$ cat config.mk
export PLATFORM = sky130hd
export DESIGN_NAME = mc_ctrl_fsm
export DESIGN_NICKNAME = d
export VERILOG_FILES = /design/src/rtl/mc_ctrl_pkg.sv /design/src/rtl/mc_ctrl_fsm_alu_func_decode.sv /design/src/rtl/mc_ctrl_fsm.sv
export SDC_FILE = /design/constraint.sdc
export NUM_CORES = 1
export LEC_CHECK = 0
export ABC_AREA = 1
export BUFFER_PORTS_ARGS = -buffer_cell sky130_fd_sc_hd__clkbuf_2
export CAP_MARGIN = 20
export CORE_AREA = 4 4 43 45
export CTS_CLUSTER_DIAMETER = 50
export DETAILED_ROUTE_END_ITERATION = 12
export DIE_AREA = 0 0 47 49
export HOLD_SLACK_MARGIN = 0.15
export PLACE_DENSITY = 0.74
export SYNTH_ARGS = -nofsm -noshare
export SYNTH_HDL_FRONTEND = slang
export SYNTH_SLANG_ARGS = --single-unit
$ cat constraint.sdc
create_clock -name clk -period 1.45 [get_ports clk]
set_input_delay 0.2175 -clock clk [delete_from_list [all_inputs] [get_ports clk]]
set_output_delay 0.2175 -clock clk [all_outputs]
set_load 0.01 [all_outputs]
$ cat src/rtl/mc_ctrl_pkg.sv
// mc_ctrl_pkg: shared ALUctr codes, op/func constants, mux encodings and state enum for mc_ctrl_fsm
package mc_ctrl_pkg;
  localparam logic [2:0] ALU_ADDU = 3'b000;
  localparam logic [2:0] ALU_ADD  = 3'b001;
  localparam logic [2:0] ALU_OR   = 3'b010;
  localparam logic [2:0] ALU_SUBU = 3'b100;
  localparam logic [2:0] ALU_SUB  = 3'b101;
  localparam logic [2:0] ALU_SLTU = 3'b110;
  localparam logic [2:0] ALU_SLT  = 3'b111;
  localparam logic [5:0] OP_R     = 6'b000000;
  localparam logic [5:0] OP_J     = 6'b000010;
  localparam logic [5:0] OP_BEQ   = 6'b000100;
  localparam logic [5:0] OP_ADDIU = 6'b001001;
  localparam logic [5:0] OP_ORI   = 6'b001101;
  localparam logic [5:0] OP_LW    = 6'b100011;
  localparam logic [5:0] OP_SW    = 6'b101011;
  localparam logic [5:0] FN_ADD   = 6'b100000;
  localparam logic [5:0] FN_ADDU  = 6'b100001;
  localparam logic [5:0] FN_SUB   = 6'b100010;
  localparam logic [5:0] FN_SUBU  = 6'b100011;
  localparam logic [5:0] FN_SLT   = 6'b101010;
  localparam logic [5:0] FN_SLTU  = 6'b101011;
  localparam logic [1:0] SRCB_BUSB = 2'b00;
  localparam logic [1:0] SRCB_FOUR = 2'b01;
  localparam logic [1:0] SRCB_IMM  = 2'b10;
  localparam logic [1:0] SRCB_BR   = 2'b11;
  localparam logic [1:0] PCS_ALU    = 2'b00;
  localparam logic [1:0] PCS_ALUOUT = 2'b01;
  localparam logic [1:0] PCS_JUMP   = 2'b10;
  typedef enum logic [3:0] {
    S_IFETCH, S_DECODE, S_BR, S_JMP, S_R_EXEC, S_R_WB,
    S_I_EXEC, S_I_WB, S_MEM_ADR, S_LW_MEM, S_LW_WB, S_SW_MEM
  } state_t;
endpackage

$ cat src/rtl/mc_ctrl_fsm_alu_func_decode.sv
// alu_func_decode: R-type func -> ALUctr, legality and overflow-capable flag (combinational)
//   i_func     R-type function field IR[5:0]
//   o_alu_ctr  ALUctr code for the dispatcher
//   o_legal    func is one of add/addu/sub/subu/slt/sltu
//   o_ov_cap   func is a trapping add/sub
module alu_func_decode
  import mc_ctrl_pkg::*;
(
  input  logic [5:0] i_func,
  output logic [2:0] o_alu_ctr,
  output logic       o_legal,
  output logic       o_ov_cap
);
  always_comb begin
    o_alu_ctr = ALU_ADDU;
    o_legal = 1'b1;
    case (i_func)
      FN_ADD:  o_alu_ctr = ALU_ADD;
      FN_ADDU: o_alu_ctr = ALU_ADDU;
      FN_SUB:  o_alu_ctr = ALU_SUB;
      FN_SUBU: o_alu_ctr = ALU_SUBU;
      FN_SLT:  o_alu_ctr = ALU_SLT;
      FN_SLTU: o_alu_ctr = ALU_SLTU;
      default: o_legal = 1'b0;
    endcase
    o_ov_cap = (i_func == FN_ADD) || (i_func == FN_SUB);
  end
endmodule

$ cat src/rtl/mc_ctrl_fsm.sv
// mc_ctrl_fsm: multicycle MIPS-subset control FSM driving datapath enables and ALUctr
//   in : clk, rst (sync, active-high), op[5:0], func[5:0], Overflow, MemReady
//   out: PCWr PCWrCond IorD MemWr IRWr RegDst RegWr MemtoReg ExtOp ALUSrcA ALUSrcB[1:0]
//        ALUctr[2:0] PCSource[1:0] IllInstr OvTrap
//   USE_MEM_READY=0 treats MemReady as always 1.
//   MC_CTRL_OVF_TRAP_EN: suppress R-type writeback on add/sub overflow and pulse OvTrap.
module mc_ctrl_fsm
  import mc_ctrl_pkg::*;
#(
  parameter bit USE_MEM_READY = 1'b1
) (
  input  logic       clk,
  input  logic       rst,
  input  logic [5:0] op,
  input  logic [5:0] func,
  input  logic       Overflow,
  input  logic       MemReady,
  output logic       PCWr,
  output logic       PCWrCond,
  output logic       IorD,
  output logic       MemWr,
  output logic       IRWr,
  output logic       RegDst,
  output logic       RegWr,
  output logic       MemtoReg,
  output logic       ExtOp,
  output logic       ALUSrcA,
  output logic [1:0] ALUSrcB,
  output logic [2:0] ALUctr,
  output logic [1:0] PCSource,
  output logic       IllInstr,
  output logic       OvTrap
);
  state_t r_state, w_next, w_dec;
  logic [2:0] w_fn_ctr;
  logic w_legal, w_ov_cap, w_rdy;
  alu_func_decode u_dec (.i_func(func), .o_alu_ctr(w_fn_ctr), .o_legal(w_legal), .o_ov_cap(w_ov_cap));
  assign w_rdy = USE_MEM_READY ? MemReady : 1'b1;
  // IFETCH on w_dec flags an unsupported instruction
  assign w_dec = (op == OP_BEQ) ? S_BR :
                 (op == OP_J) ? S_JMP :
                 (op == OP_R) ? (w_legal ? S_R_EXEC : S_IFETCH) :
                 (op == OP_ORI || op == OP_ADDIU) ? S_I_EXEC :
                 (op == OP_LW || op == OP_SW) ? S_MEM_ADR : S_IFETCH;
  always_ff @(posedge clk) r_state <= rst ? S_IFETCH : w_next;
`ifdef MC_CTRL_OVF_TRAP_EN
  logic r_ov;
  always_ff @(posedge clk)
    r_ov <= (rst || r_state == S_IFETCH) ? 1'b0 :
            (r_state == S_R_EXEC) ? (Overflow & w_ov_cap) : r_ov;
`else
  logic w_unused;
  assign w_unused = Overflow ^ w_ov_cap;
`endif
  // outputs are gated by rst so a reset abandons an in-flight write the same cycle
  always_comb begin
    w_next = rst ? S_IFETCH : r_state;
    PCWr = 1'b0;
    PCWrCond = 1'b0;
    IorD = 1'b0;
    MemWr = 1'b0;
    IRWr = 1'b0;
    RegDst = 1'b0;
    RegWr = 1'b0;
    MemtoReg = 1'b0;
    ExtOp = 1'b0;
    ALUSrcA = 1'b0;
    ALUSrcB = SRCB_BUSB;
    ALUctr = ALU_ADDU;
    PCSource = PCS_ALU;
    IllInstr = 1'b0;
    OvTrap = 1'b0;
    if (!rst)
      case (r_state)
        S_IFETCH: begin
          ALUSrcB = SRCB_FOUR;
          IRWr = w_rdy;
          PCWr = w_rdy;
          w_next = w_rdy ? S_DECODE : S_IFETCH;
        end
        S_DECODE: begin
          ALUSrcB = SRCB_BR;
          ExtOp = 1'b1;
          IllInstr = (w_dec == S_IFETCH);
          w_next = w_dec;
        end
        S_BR: begin
          ALUSrcA = 1'b1;
          ALUctr = ALU_SUBU;
          PCWrCond = 1'b1;
          PCSource = PCS_ALUOUT;
          w_next = S_IFETCH;
        end
        S_JMP: begin
          PCWr = 1'b1;
          PCSource = PCS_JUMP;
          w_next = S_IFETCH;
        end
        S_R_EXEC: begin
          ALUSrcA = 1'b1;
          ALUctr = w_fn_ctr;
          w_next = S_R_WB;
        end
        S_R_WB: begin
          RegDst = 1'b1;
`ifdef MC_CTRL_OVF_TRAP_EN
          RegWr = ~r_ov;
          OvTrap = r_ov;
`else
          RegWr = 1'b1;
`endif
          w_next = S_IFETCH;
        end
        S_I_EXEC: begin
          ALUSrcA = 1'b1;
          ALUSrcB = SRCB_IMM;
          ExtOp = (op == OP_ADDIU);
          ALUctr = (op == OP_ORI) ? ALU_OR : ALU_ADDU;
          w_next = S_I_WB;
        end
        S_I_WB: begin
          RegWr = 1'b1;
          w_next = S_IFETCH;
        end
        S_MEM_ADR: begin
          ALUSrcA = 1'b1;
          ALUSrcB = SRCB_IMM;
          ExtOp = 1'b1;
          w_next = (op == OP_LW) ? S_LW_MEM : S_SW_MEM;
        end
        S_LW_MEM: begin
          IorD = 1'b1;
          w_next = w_rdy ? S_LW_WB : S_LW_MEM;
        end
        S_LW_WB: begin
          RegWr = 1'b1;
          MemtoReg = 1'b1;
          w_next = S_IFETCH;
        end
        S_SW_MEM: begin
          IorD = 1'b1;
          MemWr = 1'b1;
          w_next = w_rdy ? S_IFETCH : S_SW_MEM;
        end
        default: w_next = S_IFETCH;
      endcase
  end
endmodule

; Word level (Yosys, flattened, before mapping)
; Cells that the tools add are included.
[op_classes]
n_eq_ne = 23
n_mux = 42
n_reduce_logical = 11
[ops]
columns = cell, n
row1 = "equality test 6 bit, second input constant", 8
row2 = case mux 4 bit (7 select lines), 1
row3 = 2-to-1 mux 4 bit, 6
row4 = 2-to-1 mux 1 bit, 22
row5 = "equality test 4 x 3 -> 1 bit, second input constant", 4
row6 = "equality test 4 bit, second input constant", 4
row7 = case mux 3 bit (5 select lines), 1
row8 = "equality test 6 x 4 -> 1 bit, second input constant", 2
row9 = 2-to-1 mux 2 bit, 5
row10 = case mux 3 bit (3 select lines), 1
row11 = "equality test 4 x 2 -> 1 bit, second input constant", 2
row12 = zero test 4 bit, 2
row13 = "equality test 6 x 2 -> 1 bit, second input constant", 1
row14 = "equality test 6 x 3 -> 1 bit, second input constant", 1
row15 = zero test 6 bit, 1
row16 = 2-to-1 mux 3 bit, 2
row17 = case mux 2 bit (3 select lines), 1
row18 = OR reduction 2 bit, 3
row19 = OR reduction 6 bit, 1
row20 = "equality test 4 x 1 -> 1 bit, second input constant", 1
row21 = case mux 1 bit (2 select lines), 2
row22 = case mux 2 bit (2 select lines), 1
row23 = OR reduction 4 bit, 1
row24 = OR reduction 3 bit, 1
row25 = logical OR 1 bit, 2
[totals]
ff_bits = 4
in_bits = 16
elab_cells = 77

; Depth between registers and ports, before layout
; Gate-level depths: netlist of run 1.
[depth]
word_depth = 10
depth_mapped = 9
ltp_nobuf = 9

; Hierarchy
; Synthesis of run 1 repeated with hierarchy kept, for this count alone.
[unflattened]
hier_cells = 126
hier_area_um2 = 689.4
[by_module_without_submodules]
columns = module, n_inst, cells_per_inst, area_each_um2, seq_area_each_um2
row1 = mc_ctrl_fsm, 1, 106, 588.1, 80.1
row2 = alu_func_decode, 1, 20, 101.3, 0.0

; Least setup slack after synthesis of run 1
; Ideal clock, no wire load.
[synth_timing]
path_type = register -> output
from = register r_state[1]
to = output port ALUctr[0]
t_arrival_ns = 1.044
required_time_ns = 1.233
slack_ns = 0.188
stages_incl_launch_ff = 6
cell_sequence = dfxtp_1 > nor2_1 > nand2_1 > inv_1 > nand2_1 > nor3b_1
[synth_between]
elab_chain_cells = 3
elab_cells_between_ends = 5
cone_classes = eq/ne (3) / mux (2)
[synth_lines]
columns = element, line_no
row1 = from (decl), mc_ctrl_fsm.sv:34  ; state_t r_state, w_next, w_dec;
row2 = from (signal assigned), mc_ctrl_fsm.sv:45  ; always_ff @(posedge clk) r_state <= rst ? S_IFETCH : w_next;
row3 = equality test 4 x 3 -> 1 bit or equality test 4 x 2 -> 1 bit (tied branches), mc_ctrl_fsm.sv:74  ; case (r_state)
row4 = case mux 3 bit (3 select lines) (*), mc_ctrl_fsm.sv:74
row5 = 2-to-1 mux 3 bit (*), mc_ctrl_fsm.sv:73  ; if (!rst)
row6 = to (decl), mc_ctrl_fsm.sv:29  ; output logic [2:0] ALUctr,
; Every way passes the cells marked *; elsewhere a longest branch is shown, timed or not.

; Worst setup path after layout of run 1
[layout_timing]
from = register r_state[2]
to = output port ALUctr[1]
; The elaborated chain is that of the path after synthesis.

==> impl_metrics.csv, run 1 <==
group,metric,value,unit
run,drv_cap,0,
setup_path,cp-end-kind,"output pin",
synth,synth-seq-area-share,13.62,%
placed_design,hpwlAfterDp,1487,µm
power_and_ir_drop,irDropWorstVdd,344.2,µV
timing,rsz0062_at_grt,"yes",
placed_design,port_buffers,32,
finish,largest_reg_flops,4,
timing,fin_crit_sh,110.8,%
finish,top_register,"r_state",
clock_tree,cts-root-buf,"clkbuf_4",
synth,ys.flop_type,"dfxtp_1",
placed_design,post_dp_cell_area,789.5,µm²
synth,synth_top_area_share,15.32,%
setup_path,slowest_stage,"dfxtp_2",
synth,yosysUniqueCellTypes,23,
timing,hold_slack,0.3847,ns
synth,syn_inst,114,
grt,grt_pass1_vias,731,
finish,area_delta_synth_final,61.49,%
routing,dr.first_iter.drc_count,22,
routing,wire_per_inst,12.63,µm
grt,antenna_found_initial,0,
routing,wl,2210,µm
setup_path,startpoint_type,"flip-flop",
synth,syn_nets,130,
hold_path,holdCritPathClass,"in -> reg",
power_and_ir_drop,p_leak,0.5428,nW
power_and_ir_drop,powerDensity,425.0,mW/mm²
finish,drive_gt1_share,48.43,%
grt,globalRouteOverflowTotal,0,
synth,synth_area_per_cell,5.158,µm²
clock_tree,cts_buffers,3,
synth,syn_area,588.1,µm²
clock_tree,clk_latency,0.24,ns
status,outcome,"complete, but fails checks",
clock_tree,cts_sinks,4,
timing,tns,-0.6982,ns
synth,ys_ff_latch,4,
setup_path,cp_max_fo,4,
floorplanning,die-width,47,µm
timing,max_freq,622.4,MHz
clock_tree,clock_path_buffers,2,
synth,synth.most_common_cell,"nand2_1",
finish,reg_top3,"r_state: 4 flops",
synth,ys_async_sr_fraction,0,%
status,violations,"negative setup slack",
timing,setup_viol,8,
timing,min_period,1.607,ns
finish,n_antenna_cell,0,
finish,stdcell_count,175,
floorplanning,rows,14,
timing,slew_violations,0,
timing,layout_setup_ws,-0.1566,ns
setup_path,crit_type,"reg -> out",
floorplanning,start_util,39.97,%
finish,design_area,949.7,µm²
routing,routed-via-count,888,
placed_design,gp_congestion,0.9281,
placed_design,dpl.cell_count,164,
setup_path,worst_r2r_path_depth,8,
routing,vias_per_cell,5.074,
floorplanning,die-height,49,µm
timing,hold_violations,0,
floorplanning,dieArea,0.002303,mm²
finish,fin_util,64.54,%
grt,grt_max_degree,18,
setup_path,critPathRequiredTime,1.23,ns
synth,synth_area_leaders,"nand2_1, nor2_1, dfxtp_1, inv_1, nand3_1",
floorplanning,core-area,0.001471,mm²
synth,synth_area_leader_cell,"nand2_1",
setup_path,path_cells,"inv_2 > nor2_4 > nand2_1 > inv_1 > nand4_1 > a21oi_1 > buf_2",
clock_tree,cts_hold_buf,0,
grt,grt_usage,16.74,%
hold_path,hold_path_depth,4,
routing,drc,0,
finish,nNetsFinal,177,
synth,synth_warnings,0,
routing,ant_nets,0,
clock_tree,htree_levels,1,
synth,ys_top_cells_by_count,"nand2_1, nor2_1, inv_1",
floorplanning,design.portCount,35,
setup_path,crit_path_max_incr_delay,0.35,ns
setup_path,cp_data_arrival_time,1.39,ns
routing,first_pass_iters,4,
timing,finalClockSkew,0.0004090,ns
synth,synth_edf_count,0,
clock_tree,clk_pin_slew,0.04,ns
clock_tree,cts_tree,"built",
grt,grt_pass1_wl,2932,µm
path summary, 6_finish.rpt:
check                           startpoint          to  slack [ns]
worst max-delay path            r_state[2]   ALUctr[1]       -0.16
worst min-delay path                 op[2]  r_state[3]        0.38
worst max register to register  r_state[0]  r_state[3]        0.25
worst min register to register  r_state[0]  r_state[3]        0.69
per-stage QoR:
step	worst slack [ns]	total power, W
after floorplan	0.1885	0.0001831
after CTS	-0.06804	0.0003917
after global routing	-0.2058	0.0004260
after detailed placement	0.02931	0.0002334
after global placement	0.05410	0.0002300
final	-0.1566	0.0004036
logic make-up (layout without fill, tap and decap cells):
group	Yosys count	in the layout	synth area share, %
flip-flops	4	4	13.62
buffers and inverters	25	70	17.44
AO/OA/AOI/OAI	12	12	13.41
other	1	1	0.6377
AND/OR/NAND/NOR	72	72	54.89
area by class of cell:
class                   count  area, µm²
clock buffers               3      22.52
fillers                   141      521.8
inverters                  21      81.33
multi-input cells          85      460.4
flip-flops and latches      4      92.59
well taps                  16      20.02
repair buffers             46      272.8
routing by layer:
metal | global-route usage, % | routed length [µm]
met3 | 4.059 | 188
met4 | 5.991 | 55
met5 | 0 | 0
met2 | 28.05 | 1115
met1 | 19.69 | 851
worst max-delay path, delay by kind of cell, from the launching register on:
kind | cells | cell delay (ns)
and+or+nand+nor | 3 | 0.32
AOI/OAI and AO/OA | 1 | 0.16
buffers and inverters | 3 | 0.29
DFF | 1 | 0.35
cell usage in the layout (no fill, tap or decap), drive strengths merged:
master,netlist,final
clkbuf,0,26
nand2,25,25
nor2,25,25
buf,4,23
inv,21,21
nand3,11,11
a21oi,6,6
nor3,6,6
nand4,4,4
dfxtp,4,4
o21ai,3,3
nor3b,1,1
o211ai,1,1
o22ai,1,1
a41oi,1,1
conb,1,1
what timing repair did:
action | CTS | global route
pin swaps | 4 | 3
setup endpoints to repair | 13 | 14
setup buffers | 4 | 4
gates resized for setup | 23 | 18
report_power, final:
part | switching [W] | internal [W] | leakage [nW]
registers | 0.00000557 | 0.000110 | 0.0352
logic | 0.0000807 | 0.0000604 | 0.494
clock network | 0.0000543 | 0.0000932 | 0.0138
(Power assumes the default switching activity.)
==> run 2, diff against run 1 <==
--- a/config.mk
+++ b/config.mk
@@ -13,7 +13,9 @@
 export DETAILED_ROUTE_END_ITERATION = 12
 export DIE_AREA = 0 0 47 49
 export HOLD_SLACK_MARGIN = 0.15
+export MAX_ROUTING_LAYER = met4
 export PLACE_DENSITY = 0.74
+export RECOVER_POWER = 50
 export SYNTH_ARGS = -nofsm -noshare
 export SYNTH_HDL_FRONTEND = slang
 export SYNTH_SLANG_ARGS = --single-unit
==> run 2 against run 1 <==
The run still ends with negative setup slack left. Clock power hardly changed. Sequential cell count is the same. Final area increased by 1.3%. Sequential power barely moved. Clock skew hardly changed. Combinational power about the same. Critical path depth stayed put. Largest cell class unchanged. Highest routed layer unchanged.
==> impl_metrics.csv, run 2 (same netlist as run 1, synthesis figures left out) <==
group,metric,value,unit
clock_tree,cts_sinks,4,
grt,met3_usage,3.321,%
grt,grt_max_degree,18,
setup_path,worst_r2r_path_depth,8,
clock_tree,htree_levels,1,
setup_path,r2r_start,"r_state[0]",
finish,reg_top3,"r_state: 4 flops",
routing,dr.first_iter.drc_count,20,
timing,fin_crit_sh,110.8,%
grt,grt_pass1_wl,2932,µm
status,violations,"negative setup slack",
routing,first_pass_iters,4,
floorplanning,design.portCount,35,
setup_path,critPathRequiredTime,1.23,ns
run,drv_cap,0,
setup_path,cp_top_family,"flip-flops",
timing,min_period,1.606,ns
setup_path,cp-end-kind,"output pin",
finish,final_common_cell,"clkbuf_2",
power_and_ir_drop,powerDensity,422.4,mW/mm²
floorplanning,dieArea,0.002303,mm²
power_and_ir_drop,sequentialPowerShare,28.3,%
routing,wire_per_inst,12.50,µm
floorplanning,core-area,0.001471,mm²
grt,grt_usage,17.16,%
finish,top_register,"r_state",
routing,wl,2200,µm
finish,largest_reg_flops,4,
grt,grt_pass1_vias,731,
routing,drc,0,
power_and_ir_drop,irDropWorstVdd,345.6,µV
grt,globalRouteOverflowTotal,0,
timing,layout_setup_ws,-0.1564,ns
floorplanning,die-width,47,µm
hold_path,holdPathEnd,"r_state[3]",
routing,vias_per_cell,5.068,
setup_path,slowest_stage,"dfxtp_2",
timing,slew_violations,0,
grt,antenna_found_initial,0,
finish,area_delta_synth_final,63.62,%
setup_path,crit_path_max_incr_delay,0.35,ns
finish,nNetsFinal,178,
setup_path,startpoint_type,"flip-flop",
power_and_ir_drop,switchingPower,0.0001411,W
setup_path,reg2reg_slack,0.25,ns
placed_design,port_buffers,32,
timing,tns,-0.7283,ns
placed_design,gp_congestion,0.9446,
grt,grt-busiest-layer,"met2",
clock_tree,cts-root-buf,"clkbuf_4",
status,outcome,"complete, but fails checks",
hold_path,hold_path_depth,4,
timing,hold_violations,0,
power_and_ir_drop,p_comb_share,35.4,%
floorplanning,rows,14,
routing,ant_nets,0,
finish,n_antenna_cell,0,
finish,mostFrequentLayoutCells,"clkbuf_2, nand2_1, nor2_1",
finish,nFillCells,139,
setup_path,cp_data_arrival_time,1.39,ns
placed_design,hpwlAfterDp,1487,µm
setup_path,crit_type,"reg -> out",
timing,rsz0062_at_grt,"yes",
power_and_ir_drop,p_leak,0.5474,nW
clock_tree,clk_pin_slew,0.04,ns
clock_tree,cts_hold_buf,0,
timing,max_freq,622.5,MHz
grt,grt_util_met1,20.13,%
clock_tree,clock_path_buffers,2,
hold_path,hold_start,"op[2]",
grt,grt_use_met2,28.05,%
finish,drive_gt1_share,49.38,%
floorplanning,start_util,39.97,%
power_and_ir_drop,sw_frac_of_total,34.72,%
clock_tree,cts_tree,"built",
clock_tree,cts_buffers,3,
timing,setup_viol,8,
setup_path,critPathBufInv,3,
floorplanning,die-height,49,µm
clock_tree,clk_latency,0.24,ns
power_and_ir_drop,clockPowerShare,36.2,%
timing,finalClockSkew,0.0002593,ns
setup_path,reg2reg_to,"r_state[3]",
routing,routed-via-count,892,
hold_path,holdCritPathClass,"in -> reg",
setup_path,cp_max_fo,4,
power_and_ir_drop,intPower,0.0002653,W
power_and_ir_drop,total_power,0.0004064,W
setup_path,path_cells,"inv_2 > nor2_4 > nand2_1 > inv_1 > nand4_1 > a21oi_1 > buf_2",
-- run 2: changes by cell type in the layout (fill, tap and decap cells not counted), sizes merged --
cell / previous run / this run
buf: 23 / 24
-- run 2: how the worst max path moves through the flow --
stage / from / endpoint / cells past startpoint
floorplan: r_state[1] / ALUctr[0] / 5
global placement: r_state[3] / IllInstr / 6
detailed placement: r_state[3] / IllInstr / 6
CTS: r_state[0] / IllInstr / 7
global route: r_state[2] / ALUctr[0] / 7
finish: r_state[2] / ALUctr[1] / 7
-- run 2: what timing repair did --
| action | CTS | global route |
|---|---|---|
| setup buffers | 4 | 5 |
| cloned | 0 | 0 |
| setup endpoints to repair | 13 | 14 |
| pin swaps | 4 | 4 |
| gates resized for setup | 23 | 19 |
-- run 2: worst reg2reg max path, delay by kind of cell (launching register included) --
| family | cells | cell delay (ns) |
|---|---|---|
| AO/OA/AOI/OAI | 1 | 0.13 |
| buffers and inverters | 4 | 0.34 |
| flip-flops | 1 | 0.38 |
| AND/OR/NAND/NOR | 3 | 0.28 |
-- run 2: cell type report --
class,instances,area [µm²],area share [%]
Multi-Input combinational cell,85,465.4,48.37
Tap cell,16,20.02,2.081
Sequential cell,4,92.59,9.623
Clock buffer,3,22.52,2.341
Inverter,21,81.33,8.453
Timing Repair Buffer,47,280.3,29.13
-- run 2: layer usage --
layer,share of wire (%),up-vias
met1,40,392
met5,0,-
met4,2.8,0
met2,49,43
li1,-,450
met3,8.0,7
-- run 2: per-stage QoR --
step / instances / worst slack (ns) / hold slack (ns) / util, % / instance area [µm²]
after floorplan: 114 / 0.1885 / 0.4234 / - / 588.1
after global placement: 164 / 0.05410 / 0.6122 / 53.66 / 789.5
after detailed placement: 164 / 0.02931 / 0.6272 / 53.66 / 789.5
after CTS: 171 / -0.06804 / 0.3695 / 60.46 / 889.6
after global routing: 176 / -0.2058 / 0.4030 / 65.39 / 962.2
final: 176 / -0.1564 / 0.3830 / 65.39 / 962.2
-- run 2: power by group through the flow --
stage	Combinational [W]	Sequential (W)	Clock (W)
final	0.000144	0.000115	0.000147
after global routing	0.000156	0.000115	0.000158
after CTS	0.000129	0.000116	0.000146
after detailed placement	0.000115	0.000118	0
after global placement	0.000112	0.000118	0
after floorplan	0.0000651	0.000118	0
==> run 3, diff against run 2 <==
--- a/config.mk
+++ b/config.mk
@@ -8,13 +8,15 @@
 export ABC_AREA = 1
 export BUFFER_PORTS_ARGS = -buffer_cell sky130_fd_sc_hd__clkbuf_2
 export CAP_MARGIN = 20
-export CORE_AREA = 4 4 43 45
+export CELL_PAD_IN_SITES_DETAIL_PLACEMENT = 0
+export CELL_PAD_IN_SITES_GLOBAL_PLACEMENT = 1
+export CORE_AREA = 4 4 54 56
 export CTS_CLUSTER_DIAMETER = 50
 export DETAILED_ROUTE_END_ITERATION = 12
-export DIE_AREA = 0 0 47 49
+export DIE_AREA = 0 0 58 60
 export HOLD_SLACK_MARGIN = 0.15
 export MAX_ROUTING_LAYER = met4
-export PLACE_DENSITY = 0.74
+export PLACE_DENSITY_LB_ADDON = 0.1
 export RECOVER_POWER = 50
 export SYNTH_ARGS = -nofsm -noshare
 export SYNTH_HDL_FRONTEND = slang
==> constraint.sdc (replaced) <==
create_clock -name clk -period 1.45 [get_ports clk]
set_input_delay 0.2175 -clock clk [delete_from_list [all_inputs] [get_ports clk]]
set_output_delay 0.2175 -clock clk [all_outputs]
set_load 0.1 [all_outputs]
==> run 3 against run 2 <==
The flow still finishes with violations (negative setup slack). Setup slack got worse by 0.075 ns. Via count increased by 3.9%. Clock power up 7%. First-iteration DRC count shrank 35%. Fmax fell by 4.5%. Critical endpoint unchanged.
==> impl_metrics.csv, run 3 (same netlist as run 1, synthesis figures left out) <==
group,metric,value,unit
setup_path,path_common_cell,"nand2_1",
floorplanning,design.portCount,35,
routing,vias_per_cell,4.635,
finish,area_delta_synth_final,161.5,%
timing,finalClockSkew,0.01093,ns
power_and_ir_drop,powerDensity,379.4,mW/mm²
finish,final_common_cell,"buf_4",
hold_path,hold_path_depth,4,
grt,grt_pass1_wl,3760,µm
placed_design,gp_congestion,0.8364,
setup_path,critPathRequiredTime,1.23,ns
setup_path,reg2reg_slack,0.21,ns
hold_path,hold_start,"op[2]",
status,violations,"negative setup slack",
finish,reg_top3,"r_state: 4 flops",
floorplanning,die-width,58,µm
clock_tree,clk_pin_slew,0.03,ns
clock_tree,cts_tree,"built",
run,drv_cap,0,
floorplanning,rows,18,
power_and_ir_drop,irDropWorstVdd,401.2,µV
setup_path,slowest_stage,"dfxtp_4",
hold_path,holdCritPathClass,"in -> reg",
floorplanning,die-height,60,µm
finish,nFillCells,193,
finish,n_antenna_cell,0,
timing,max_freq,594.7,MHz
hold_path,holdPathEnd,"r_state[3]",
finish,largest_reg_flops,4,
setup_path,crit_type,"reg -> out",
routing,wl,2211,µm
grt,antenna_found_initial,0,
grt,globalRouteOverflowTotal,0,
clock_tree,clock_path_buffers,2,
timing,tns,-2.465,ns
clock_tree,cts_buffers,3,
status,outcome,"complete, but fails checks",
placed_design,hpwlAfterDp,1876,µm
routing,dr.first_iter.drc_count,13,
finish,fin_util,63.22,%
routing,wire_per_inst,11.06,µm
routing,drc,0,
setup_path,cp_data_arrival_time,1.46,ns
setup_path,reg2reg_to,"r_state[1]",
setup_path,cp-end-kind,"output pin",
setup_path,worst_r2r_path_depth,8,
timing,min_period,1.682,ns
finish,mostFrequentLayoutCells,"buf_4, buf_12, nand2_1",
finish,nNetsFinal,187,
clock_tree,cts_hold_buf,0,
clock_tree,cts_sinks,4,
placed_design,port_buffers,32,
placed_design,post_dp_cell_area,0.001368,mm²
routing,first_pass_iters,4,
timing,rsz0062_at_grt,"yes",
setup_path,startpoint_type,"flip-flop",
clock_tree,htree_levels,1,
finish,design_area,0.001538,mm²
grt,grt_pass1_vias,923,
grt,grt_max_degree,10,
setup_path,path_cells,"nor2_4 > buf_4 > nand2_2 > nand2_1 > nand2_1 > a21oi_4 > buf_12",
finish,top_register,"r_state",
clock_tree,cts-root-buf,"clkbuf_4",
power_and_ir_drop,total_power,0.0005834,W
routing,ant_nets,0,
power_and_ir_drop,p_leak,0.7033,nW
timing,fin_crit_sh,116.0,%
floorplanning,start_util,24.18,%
setup_path,crit_path_max_incr_delay,0.35,ns
clock_tree,clk_latency,0.24,ns
floorplanning,dieArea,0.003480,mm²
timing,hold_violations,0,
setup_path,cp_max_fo,3,
timing,hold_slack,0.3764,ns
routing,routed-via-count,927,
timing,layout_setup_ws,-0.2315,ns
setup_path,r2r_start,"r_state[0]",
timing,slew_violations,0,
timing,setup_viol,17,
grt,grt_usage,14.07,%
finish,drive_gt1_share,64.12,%
floorplanning,core-area,0.002432,mm²
## run 3: changes by cell type in the layout (fill, tap and decap cells not counted), sizes merged
cell    delta
buf       +18
clkbuf     -8
## run 3: how the worst max path moves through the flow
stage               start         to  cells past startpoint
2_1_floorplan  r_state[2]  ALUctr[0]                      6
3_3_place_gp   r_state[2]  ALUctr[1]                      7
3_5_place_dp   r_state[2]  ALUctr[0]                      7
4_1_cts        r_state[0]   IllInstr                      7
5_1_grt        r_state[0]   IllInstr                      7
6_report       r_state[2]  ALUctr[1]                      7
## run 3: stage by stage
| step | setup WS (ns) | cells |
|---|---|---|
| finish | -0.2315 | 200 |
| global route | -0.3091 | 200 |
| CTS | -0.2363 | 196 |
| detailed placement | -0.06860 | 188 |
| global placement | -0.05465 | 188 |
| floorplan | -0.3769 | 114 |
## run 3: layout make-up
type,instances,area [µm²],share of cell area (%)
tap,30,37.54,2.441
sequential,4,92.59,6.021
multi-input combinational,85,673.1,43.78
clock buffer,4,26.28,1.709
inverter,21,86.33,5.614
timing repair buffer,56,621.8,40.44
## run 3: routing by layer
metal  track usage, %  routed length [µm]  vias up
li1                 -                   -      475
met1            15.23                 883      418
met2            25.81                1177       28
met3            1.728                  94        6
met4            5.960                  55        0
met5                -                   0        -
## run 3: repair_timing
item,4_1_cts,5_1_grt
buffers inserted,4,4
endpoints found under the hold margin,0,0
cloned,0,0
gates resized for setup,12,10
pin swaps,10,5
setup endpoints to repair,17,18
## run 3: critical path, delay by kind of cell (launching register included)
family / cells / cell delay (ns)
simple gates: 4 / 0.36
flops: 1 / 0.35
buf+inv: 2 / 0.35
compound gates: 1 / 0.17
## run 3: report_power, final
group          switching (W)  leakage [nW]  internal (W)
logic               0.000194         0.653      0.000118
clock network      0.0000529        0.0150      0.000104
registers         0.00000544        0.0352      0.000109
total               0.000252         0.703      0.000331
